$ cat config.mk
export PLATFORM = sky130hd
export DESIGN_NAME = fifo16_arb_queue_flat
export DESIGN_NICKNAME = d
export VERILOG_FILES = /design/src/rtl/fifo16_arb_queue_pkg.sv /design/src/rtl/fifo16_arb_queue_if.sv /design/src/rtl/fifo16_arb_queue_first_match.sv /design/src/rtl/fifo16_arb_queue.sv /design/src/flat_wrapper.sv
export SDC_FILE = /design/constraint.sdc
export NUM_CORES = 1
export LEC_CHECK = 0
export ABC_AREA = 1
export CORE_UTILIZATION = 50
export DETAILED_ROUTE_END_ITERATION = 8
export PLACE_DENSITY = 0.65
export SLEW_MARGIN = 20
export SYNTH_ARGS = -nofsm -noshare
export SYNTH_HDL_FRONTEND = slang
export SYNTH_SLANG_ARGS = --single-unit
$ cat constraint.sdc
create_clock -name clk -period 4.27 [get_ports clk]
set_input_delay 1.281 -clock clk [delete_from_list [all_inputs] [get_ports clk]]
set_output_delay 1.281 -clock clk [all_outputs]
set_load 0.05 [all_outputs]
$ cat src/rtl/fifo16_arb_queue_pkg.sv
// ---------------------------------------------------------------------------
// fifo16_pkg
// Shared constants and the storage entry type for the fifo16_arb_queue
// slice. CNT_W covers 0..DEPTH inclusive; IDX_W addresses one slot.
// ---------------------------------------------------------------------------
package fifo16_pkg;

  localparam int DEPTH = 16;
  localparam int CH_W  = 2;
  localparam int ID_W  = 4;
  localparam int IDX_W = $clog2(DEPTH);
  localparam int CNT_W = $clog2(DEPTH) + 1;

  typedef struct packed {
    logic            vld;
    logic [CH_W-1:0] ch;
    logic [ID_W-1:0] id;
  } entry_t;

endpackage : fifo16_pkg

$ cat src/rtl/fifo16_arb_queue_if.sv
// ---------------------------------------------------------------------------
// fifo16_arb_queue_if
// Bundles the push, grant and select signals of the arbiter request queue.
//   master : upstream/arbiter side, drives p_req_* and p_arb_*
//   slave  : the queue, drives p_sel_* (and the status outputs)
// Optional macro FIFO16_STATUS_EN adds p_full, p_count and p_drop.
// ---------------------------------------------------------------------------
interface fifo16_arb_queue_if;
  import fifo16_pkg::*;

  logic            p_req_val;
  logic [CH_W-1:0] p_req_ch;
  logic [ID_W-1:0] p_req_id;
  logic            p_arb_val;
  logic [CH_W-1:0] p_arb_ch;
  logic            p_sel_val;
  logic [ID_W-1:0] p_sel_req_id;
`ifdef FIFO16_STATUS_EN
  logic             p_full;
  logic [CNT_W-1:0] p_count;
  logic             p_drop;
`endif

  modport master (
    output p_req_val, p_req_ch, p_req_id, p_arb_val, p_arb_ch,
`ifdef FIFO16_STATUS_EN
    input  p_full, p_count, p_drop,
`endif
    input  p_sel_val, p_sel_req_id
  );

  modport slave (
    input  p_req_val, p_req_ch, p_req_id, p_arb_val, p_arb_ch,
`ifdef FIFO16_STATUS_EN
    output p_full, p_count, p_drop,
`endif
    output p_sel_val, p_sel_req_id
  );

endinterface : fifo16_arb_queue_if

$ cat src/rtl/fifo16_arb_queue_first_match.sv
// ---------------------------------------------------------------------------
// fifo16_first_match
// Combinational lowest-index priority encoder: finds the first valid slot
// whose channel equals ch_t_i.
//   vld_i  : per-slot valid bits
//   ch_i   : per-slot channel fields
//   ch_t_i : target channel
//   hit_o  : a matching slot exists
//   idx_o  : index of the lowest matching slot (0 when no hit)
// ---------------------------------------------------------------------------
module fifo16_first_match
  import fifo16_pkg::*;
(
  input  logic [DEPTH-1:0]           vld_i,
  input  logic [DEPTH-1:0][CH_W-1:0] ch_i,
  input  logic [CH_W-1:0]            ch_t_i,
  output logic                       hit_o,
  output logic [IDX_W-1:0]           idx_o
);

  // Scan from the top down so the lowest matching index is written last.
  always_comb begin
    hit_o = 1'b0;
    idx_o = '0;
    for (int i = DEPTH - 1; i >= 0; i--) begin
      if (vld_i[i] && (ch_i[i] == ch_t_i)) begin
        hit_o = 1'b1;
        idx_o = IDX_W'(i);
      end
    end
  end

endmodule : fifo16_first_match

$ cat src/rtl/fifo16_arb_queue.sv
// ---------------------------------------------------------------------------
// fifo16_arb_queue
// Shared age-ordered request queue for a 4-channel arbiter. Pushes append
// {ch,id}; a grant removes the oldest entry of the granted channel and
// presents its id on the registered select output one cycle later.
//   clk  : clock, rising edge
//   rst  : synchronous active-high reset
//   bus  : fifo16_arb_queue_if.slave (push, grant, select, status)
// Optional macro FIFO16_STATUS_EN adds p_full, p_count and p_drop.
// ---------------------------------------------------------------------------
module fifo16_arb_queue
  import fifo16_pkg::*;
(
  input  logic               clk,
  input  logic               rst,
  fifo16_arb_queue_if.slave  bus
);

  entry_t [DEPTH-1:0] slots_q, slots_d;
  logic [CNT_W-1:0]   count_q, count_d;
  logic               sel_val_q, sel_val_d;
  logic [ID_W-1:0]    sel_id_q, sel_id_d;

  logic [DEPTH-1:0]           slot_vld;
  logic [DEPTH-1:0][CH_W-1:0] slot_ch;
  logic                       match_hit;
  logic [IDX_W-1:0]           match_idx;
  logic                       pop_hit;
  logic                       full;
  logic                       push_ok;
  logic [CNT_W-1:0]           wr_ptr;

  always_comb begin
    for (int i = 0; i < DEPTH; i++) begin
      slot_vld[i] = slots_q[i].vld;
      slot_ch[i]  = slots_q[i].ch;
    end
  end

  // Search only pre-edge contents: an incoming push is never bypassed.
  fifo16_first_match u_first_match (
    .vld_i  (slot_vld),
    .ch_i   (slot_ch),
    .ch_t_i (bus.p_arb_ch),
    .hit_o  (match_hit),
    .idx_o  (match_idx)
  );

  assign pop_hit = bus.p_arb_val && match_hit;
  assign full    = (count_q == CNT_W'(DEPTH));
  // A hit-pop frees a slot in the same edge, so a push into a full queue
  // is still accepted then.
  assign push_ok = bus.p_req_val && (!full || pop_hit);
  assign wr_ptr  = pop_hit ? (count_q - CNT_W'(1)) : count_q;

  always_comb begin
    slots_d   = slots_q;
    count_d   = count_q;
    sel_val_d = 1'b0;
    sel_id_d  = '0;

    if (pop_hit) begin
      sel_val_d = 1'b1;
      sel_id_d  = slots_q[match_idx].id;
      // Storage is compacted, so shifting everything above k keeps order.
      for (int i = 0; i < DEPTH - 1; i++) begin
        if (IDX_W'(i) >= match_idx) begin
          slots_d[i] = slots_q[i+1];
        end
      end
      slots_d[DEPTH-1] = '0;
      count_d = count_q - CNT_W'(1);
    end

    if (push_ok) begin
      for (int i = 0; i < DEPTH; i++) begin
        if (CNT_W'(i) == wr_ptr) begin
          slots_d[i].vld = 1'b1;
          slots_d[i].ch  = bus.p_req_ch;
          slots_d[i].id  = bus.p_req_id;
        end
      end
      count_d = pop_hit ? count_q : (count_q + CNT_W'(1));
    end
  end

  always_ff @(posedge clk) begin
    if (rst) begin
      slots_q   <= '0;
      count_q   <= '0;
      sel_val_q <= 1'b0;
      sel_id_q  <= '0;
    end else begin
      slots_q   <= slots_d;
      count_q   <= count_d;
      sel_val_q <= sel_val_d;
      sel_id_q  <= sel_id_d;
    end
  end

  assign bus.p_sel_val    = sel_val_q;
  assign bus.p_sel_req_id = sel_id_q;

`ifdef FIFO16_STATUS_EN
  logic drop_q, drop_d;

  assign drop_d = bus.p_req_val && !push_ok;

  always_ff @(posedge clk) begin
    if (rst) begin
      drop_q <= 1'b0;
    end else begin
      drop_q <= drop_d;
    end
  end

  assign bus.p_full  = full;
  assign bus.p_count = count_q;
  assign bus.p_drop  = drop_q;
`endif

endmodule : fifo16_arb_queue

$ cat src/flat_wrapper.sv
// flat-port wrapper written by rule: the top's interface ports become plain ports
module fifo16_arb_queue_flat import fifo16_pkg::*;
  (clk, rst, bus_p_req_val, bus_p_req_ch, bus_p_req_id, bus_p_arb_val, bus_p_arb_ch, bus_p_sel_val, bus_p_sel_req_id);
  fifo16_arb_queue_if bus_i ();
  input  logic clk;
  input  logic rst;
  input wire logic [$bits(bus_i.p_req_val)-1:0] bus_p_req_val;
  input wire logic [$bits(bus_i.p_req_ch)-1:0] bus_p_req_ch;
  input wire logic [$bits(bus_i.p_req_id)-1:0] bus_p_req_id;
  input wire logic [$bits(bus_i.p_arb_val)-1:0] bus_p_arb_val;
  input wire logic [$bits(bus_i.p_arb_ch)-1:0] bus_p_arb_ch;
  output wire logic [$bits(bus_i.p_sel_val)-1:0] bus_p_sel_val;
  output wire logic [$bits(bus_i.p_sel_req_id)-1:0] bus_p_sel_req_id;
  assign bus_i.p_req_val = bus_p_req_val;
  assign bus_i.p_req_ch = bus_p_req_ch;
  assign bus_i.p_req_id = bus_p_req_id;
  assign bus_i.p_arb_val = bus_p_arb_val;
  assign bus_i.p_arb_ch = bus_p_arb_ch;
  assign bus_p_sel_val = bus_i.p_sel_val;
  assign bus_p_sel_req_id = bus_i.p_sel_req_id;
  fifo16_arb_queue u_core (.clk(clk), .rst(rst), .bus(bus_i));
endmodule
# After elaboration in Yosys (flattened, before gate mapping)
# Cells that the tools add are included.
totals:
  regBits: 122
  wordCells: 196
  out_inout_bits: 5
  input_bits: 12
classes:
  addsub: 2
  n_mux: 71
  n_reduce_logical: 22
  eq_ne: 33
  bitwise_logic: 1
  magnitude_cmp: 16
op_table:
  columns: ["cell", "count"]
  rows:
  - ["$mux W112", 2]
  - ["$mux W7", 31]
  - ["$mux W4", 17]
  - ["$eq A4 B5 Y1 const A", 8]
  - ["$eq A2 B2 Y1", 16]
  - ["$bmux W7 S4", 1]
  - ["$ge A4 B4 Y1 const A", 7]
  - ["$eq A3 B5 Y1 const A", 4]
  - ["$logic_and A1 B1 Y1", 18]
  - ["$mux W1", 17]
  - ["$ge A3 B4 Y1 const A", 4]
  - ["$mux W5", 3]
  - ["$eq A2 B5 Y1 const A", 2]
  - ["$ge A1 B4 Y1 const A", 2]
  - ["$ge A2 B4 Y1 const A", 2]
  - ["$add A5 B1 Y5 const B", 1]
  - ["$eq A1 B5 Y1 const A", 1]
  - ["$eq A5 B5 Y1 const B", 1]
  - ["$logic_not A5 Y1", 1]
  - ["$lt A4 B5 Y1 const B", 1]
  - ["$sub A5 B1 Y5 const B", 1]
  - ["$ne A2 B2 Y1 const B", 1]
  - ["$reduce_or A2 Y1", 1]
  - ["$logic_not A1 Y1", 1]
  - ["2 further kinds", 2]

# Logic depth before layout (Yosys ltp)
# Gate-level depths: netlist (run 1).
logic_depth:
  ltp_word: 23
  ltp_mapped: 30
  ltp_nobuf: 26

# By module
# From an unflattened synthesis (run 1), not the netlist that was laid out.
hier_totals:
  hier_cells: 1332
  hier_area_um2: 7729.9
by_module_without_submodules:
  columns: ["module", "area_each_um2", "n_inst", "cells_each"]
  rows:
  - ["fifo16_arb_queue", 7019.2, 1, 1219]
  - ["fifo16_first_match", 710.7, 1, 113]

# Worst setup path after synthesis (run 1)
# No wires, ideal clock.
synth_timing:
  kind: "input-to-reg"
  startpoint: "input bus_p_arb_ch[1]"
  endpoint: "register u_core.slots_q, in the netlist u_core.slot_ch[20]"
  required_ns: 4.138
  setup_time_ns: 0.132
  n_path_buf: 3
  slack_ns: 0.650
  cell_stages: 18
  t_arrival_ns: 3.488
  path_cell_list: "buf_4 -> buf_4 -> xor2_1 -> nor4_4 -> nor2_2 -> nand2_1 -> nor2_1 -> nand2_1 -> nand2_4 -> nor2_1 -> inv_1 -> nand2_1 -> nand2_1 -> nor2_2 -> nand2_1 -> buf_2 -> o211ai_1 -> a21oi_1"
synth_between:
  elab_chain_len: 23
  word_cells_on_any_way: 74
  classes_between: "1 x order compare; 17 x eq/ne; 37 x mux; 19 x reduce/logical"
synth_lines:
  columns: ["item", "line_no", "rtl"]
  rows:
  - ["start, declared", "flat_wrapper.sv:11", "input wire logic [$bits(bus_i.p_arb_ch)-1:0] bus_p_arb_ch;"]
  - ["$eq A2 B2 Y1", "fifo16_arb_queue_first_match.sv:26", "if (vld_i[i] && (ch_i[i] == ch_t_i)) begin"]
  - ["$logic_and A1 B1 Y1", "fifo16_arb_queue_first_match.sv:26", null]
  - ["$mux W4 / $mux W1 (equally long branches) (16 in series)", "fifo16_arb_queue_first_match.sv:26", null]
  - ["$ge A4 B4 Y1 / $logic_and A1 B1 Y1 (equally long branches)", "fifo16_arb_queue.sv:67, fifo16_arb_queue.sv:49", null]
  - ["$mux W7 / $mux W5 (equally long branches)", "fifo16_arb_queue.sv:67, fifo16_arb_queue.sv:54", null]
  - ["$mux W112 / $eq A4 B5 Y1 (equally long branches)", "fifo16_arb_queue.sv:62, fifo16_arb_queue.sv:77", null]
  - ["$mux W7", "fifo16_arb_queue.sv:77", "if (CNT_W'(i) == wr_ptr) begin"]
  - ["$mux W112 (*)", "fifo16_arb_queue.sv:75", "if (push_ok) begin"]
  - ["end signal, assigned", "fifo16_arb_queue.sv:94", "slots_q <= slots_d;"]
  - ["end, declared", "fifo16_arb_queue.sv:19", "entry_t [DEPTH-1:0] slots_q, slots_d;"]
# Every way passes the cells marked *; elsewhere a longest branch is shown, timed or not.
# A chain may end at the register's enable or synchronous reset.

# Worst setup path after layout (run 1)
layout_timing:
  startpoint: "input bus_p_arb_ch[1]"
  endpoint: "register u_core.slots_q[0] (netlist name)"
layout_between:
  elab_chain_len: 23
  word_cells_on_any_way: 74
  classes_between: "1 x order compare; 16 x eq/ne; 37 x mux; 20 x reduce/logical"
layout_lines:
  columns: ["item", "line_no"]
  rows:
  - ["$eq A2 B2 Y1", "fifo16_arb_queue_first_match.sv:26"]
  - ["$logic_and A1 B1 Y1", "fifo16_arb_queue_first_match.sv:26"]
  - ["$mux W4 / $mux W1 (equally long branches) (16 in series)", "fifo16_arb_queue_first_match.sv:26"]
  - ["$ge A1 B4 Y1 / $logic_and A1 B1 Y1 (equally long branches)", "fifo16_arb_queue.sv:67, fifo16_arb_queue.sv:49"]
  - ["$mux W7 / $mux W5 (equally long branches)", "fifo16_arb_queue.sv:67, fifo16_arb_queue.sv:54"]
  - ["$mux W112 / $logic_not A5 Y1 (equally long branches)", "fifo16_arb_queue.sv:62, fifo16_arb_queue.sv:77"]
  - ["$mux W7", "fifo16_arb_queue.sv:77"]
  - ["$mux W112 (*)", "fifo16_arb_queue.sv:75"]
# Marks and branches as above.

==> out/results.txt, run 1 <==
The detailed placer's ending HPWL came out at 16400 um. Most used flip-flop cell after synthesis: sky130_fd_sc_hd__dfxtp_1. The post-synthesis average cell area came out at 6.24 um^2.

The leakage power summed over all cells is 4.12 nW. The commonest cells after synthesis are sky130_fd_sc_hd__nand2_1, sky130_fd_sc_hd__inv_1, sky130_fd_sc_hd__o21ai_0. For the hold violation total from the final report, the log shows 0.

Summed over its instances, the top area cell type makes up 33.6% of the synthesized netlist area. Dividing the detail-routed wire length by the instance count gives 15.6 um. Of the post-synthesis cell area, the part taken by muxes is 0.138%. After the last flow step, the layout net total stands at 1272. After layout, the worst path uses 88.9% of the clock period. The worst setup path is launched from an input pin. TritonCTS built the clock tree. The number of I/O pins was 17; the clock input transition at the sequential cells of the worst setup and hold paths was 0.06 ns.

The logs give 32.3% for the global routing usage summed across all routing layers and 0.00244 mm^2 for the area of all sequential standard cells. Main combinational cell family by area after synthesis: simple AND/OR/NAND/NOR gates. For the post-synthesis cell area, the log shows 0.00726 mm^2.

The depth of the CTS H-tree came out at 4. The routed design has 22700 um of wire. The worst hold path belongs to the class reg2reg. After detailed routing, the number of vias per cell comes to 5.32.

The tools report the final number of max-transition violations as 0. By area the synthesized netlist is led by sky130_fd_sc_hd__dfxtp_1, sky130_fd_sc_hd__nand2_1, sky130_fd_sc_hd__o21ai_0. The post-synthesis cell type count came out at 38. The Yosys step of the flow raised 0 warnings. Data arrives at the worst endpoint at 4.16 ns. The slew at the pin closest to its max-slew limit is 0.672 ns. Summed over all layers, the global routing overflow is 0. In the final routing, the length of wire on met1 measures 10500 um. The tools report the initial antenna violation count as 0.

The first global-routing pass estimated 36600 um of wire. Of the total synthesized cell area, the portion taken by XOR and XNOR cells is 2.00%. The number of enable flip-flop cells after synthesis works out to 0. The tool flagged a number of max-cap violations equal to 0. The number of instances in the synthesized netlist is 1164, and the share of post-route cells with drive strength above 1 is 14.1%. Final hold analysis gives a worst-case slack of 0.481 ns. Signal routing reaches up to met4. Wire segments on met2 add up to 9860 um in the final route. The die width came out at 123 um.

Summing the sequential cell areas from Yosys gives 33.6% of the chip area. The post-synthesis async set-or-reset flop share was 0%; the number of DRC violations after detailed routing was 0. The area share of and/or/nand/nor cells after synthesis is 29.9%. The longest clock path from root to sink contains 2 buffers. The largest total area in the synthesized netlist belongs to sky130_fd_sc_hd__dfxtp_1. The tools report the maximum number of pins on one net before global-route repair as 63. The critical path is of the in2reg type. The clock latency on the worst-skew pair came out at 0.42 ns. The die covers 0.0150 mm^2.

Derived from the worst setup path, the maximum achievable clock frequency is 0.264 GHz. The die height is 123 um. Power spread over the standard cell area amounts to 640 mW/mm^2. The worst voltage drop across the vdd grid is 543 uV.

Along the worst path, the maximum fanout reaches 10. The run finished with clean final reports. The repair_antennas step left the layout with diodes totalling 0. Summing all multi-input logic gate instances after layout gives 0.00388 mm^2.

Buffers inserted during clock tree synthesis total 17. After synthesis the netlist holds a flip-flop and latch count of 122. Clock skew on the completed layout was measured at 0.00696 ns. Setup repair after global routing left no endpoint under its margin. The clock net in this run drives a total of 122 sinks. The tree is rooted in a sky130_fd_sc_hd__clkbuf_16. The worst pin sits at a relative slew slack of 55.1%. The endpoint required time on the critical path came out at 4.63 ns. Summing over every cut layer, the via total after detailed routing is 7715. For the final routed database, the setup TNS stands at 0 ns. Library cell with the highest instance count after synthesis: sky130_fd_sc_hd__nand2_1.

Post-synthesis to final-layout area growth: 23.8%. STA classifies the critical path endpoint as a flop. The number of global-route vias before repair was 7057; the floorplan row count was 43.

The placeable core region came out at 0.0140 mm^2. The weighted congestion at the end of routability-driven global placement was 0.911; the filler cell count was 1302. Once the floorplan was initialized, standard cells occupied 51.7% of the core. Summing internal, switching and leakage power gives 5.76 mW.

For the final core utilization, the log shows 64.0%. Counting I/O delays and the setup requirement, the final critical path takes 3.79 ns. The met3 wire length is 1680 um. In this run, the number of DRC markers left after iteration 0 of detailed routing was 614. The count of nets left with antenna violations once routing finished came out at 0.

The count of input and output buffers is 16, and the synthesized net count is 1178. The number of detailed-route iterations in the first pass is 5. Summing the areas of all fa, ha and maj instances in the mapped netlist gives 0.345% of the synthesized area. Share of the synthesized area in compound gates (AO/OA/AOI/OAI): 20.8%. Number of endpoints failing setup at the final stage: 0.
## layout by cell type, fill, tap and decap left out, drive strengths merged, types with 6 or more instances in the layout
cell and n:
inv 177, nor3 7, a21oi 74, nor4 6
clkbuf 20, o211ai 29, dfxtp 122, nor2 116
buf 115, o21ai 156, a31oi 6, a211oi 7
xor2 14, and2 7, nand2 294, clkdlybuf4s50 14
clkinv 10, nand3b 8, nand3 70
## final timing paths
path | depth (start not counted) | slack [ns] | endpoint | from
setup / recovery | 20 | 0.48 | u_core.slots_q[0] | bus_p_arb_ch[1]
hold reg to reg | 2 | 0.48 | u_core.slot_vld[4] | u_core.slot_vld[5]
setup reg to reg | 18 | 1.40 | u_core.slots_q[0] | u_core.slot_ch[23]
hold / removal | 2 | 0.48 | u_core.slot_vld[4] | u_core.slot_vld[5]
## registers in the layout (all words and copies together), names as in the netlist
signal / cells
u_core.slots_q: 64
u_core.slot_vld: 16
u_core.slot_ch: 32
u_core.bus.p_sel_val: 1
u_core.bus.p_sel_req_id: 4
u_core.count_q: 5
## final cells by class
class                   instances  area share [%]
clock buffers                  20            4.97
flip-flops and latches        122            27.2
multi-input cells             805            43.2
clock inverters                12            2.17
inverters                     181            7.64
well taps                     180            2.51
repair buffers                131            12.3
## power breakdown
| group | total, mW | internal (mW) | switching [mW] |
|---|---|---|---|
| registers | 1.53 | 1.36 | 0.170 |
| logic | 2.64 | 1.06 | 1.59 |
| clock network | 1.58 | 1.05 | 0.531 |
## critical path: stages
cell and delay [ns]:
sky130_fd_sc_hd__dlymetal6s2s_1 0.25, sky130_fd_sc_hd__buf_6 0.21, sky130_fd_sc_hd__xor2_1 0.15, sky130_fd_sc_hd__nor3_1 0.05, sky130_fd_sc_hd__and2_1 0.15, sky130_fd_sc_hd__nor2_1 0.13
sky130_fd_sc_hd__nand2_1 0.08, sky130_fd_sc_hd__nor2_1 0.14, sky130_fd_sc_hd__nand2_1 0.11, sky130_fd_sc_hd__nand2_4 0.15, sky130_fd_sc_hd__nand2_1 0.08, sky130_fd_sc_hd__o21ai_0 0.17
sky130_fd_sc_hd__nand3_2 0.22, sky130_fd_sc_hd__nor2_4 0.24, sky130_fd_sc_hd__nand2_1 0.18, sky130_fd_sc_hd__buf_4 0.20, sky130_fd_sc_hd__buf_4 0.14, sky130_fd_sc_hd__o211ai_1 0.09
sky130_fd_sc_hd__nand2_1 0.07, sky130_fd_sc_hd__inv_1 0.05
## stage by stage
stage | std cells | cell area [um^2] | setup slack, ns
floorplan | 1164 | 7260 | 0.650
global route | 1451 | 8990 | 0.123
finish | 1451 | 8990 | 0.476
detailed placement | 1415 | 8280 | -0.312
global placement | 1415 | 8280 | -0.238
CTS | 1447 | 8920 | 0.0499
## layer usage
metal  track usage [%]  vias to the layer above
met5                 0                        -
met4              12.3                        0
met3              6.51                       53
met2              49.3                      273
met1              44.4                     3487
li1                  -                     3902
## cell families (layout without fill, tap and decap cells)
kind of cell / after synthesis / count (layout)
AND/OR/NAND/NOR: 510 / 510
AO/OA/AOI/OAI: 278 / 278
buffers and inverters: 237 / 344
flip-flops: 122 / 122
XOR/XNOR: 14 / 14
adder cells (fa/ha/maj): 2 / 2
multiplexers: 1 / 1
## repair_timing
action	CTS	global route
setup endpoints to repair	0	58
hold buffers	0	0
buffers inserted	0	4
gates resized for setup	0	9
Power figures use the tool's default switching activity.
==> run 2: changes to the inputs <==
--- a/config.mk
+++ b/config.mk
@@ -8,6 +8,7 @@
 export ABC_AREA = 1
 export CORE_UTILIZATION = 50
 export DETAILED_ROUTE_END_ITERATION = 8
+export GPL_ROUTABILITY_DRIVEN = 1
 export PLACE_DENSITY = 0.65
 export SLEW_MARGIN = 20
 export SYNTH_ARGS = -nofsm -noshare
==> results of run 2 <==
The final DEF is identical to that of run 1; final timing and power are the same.
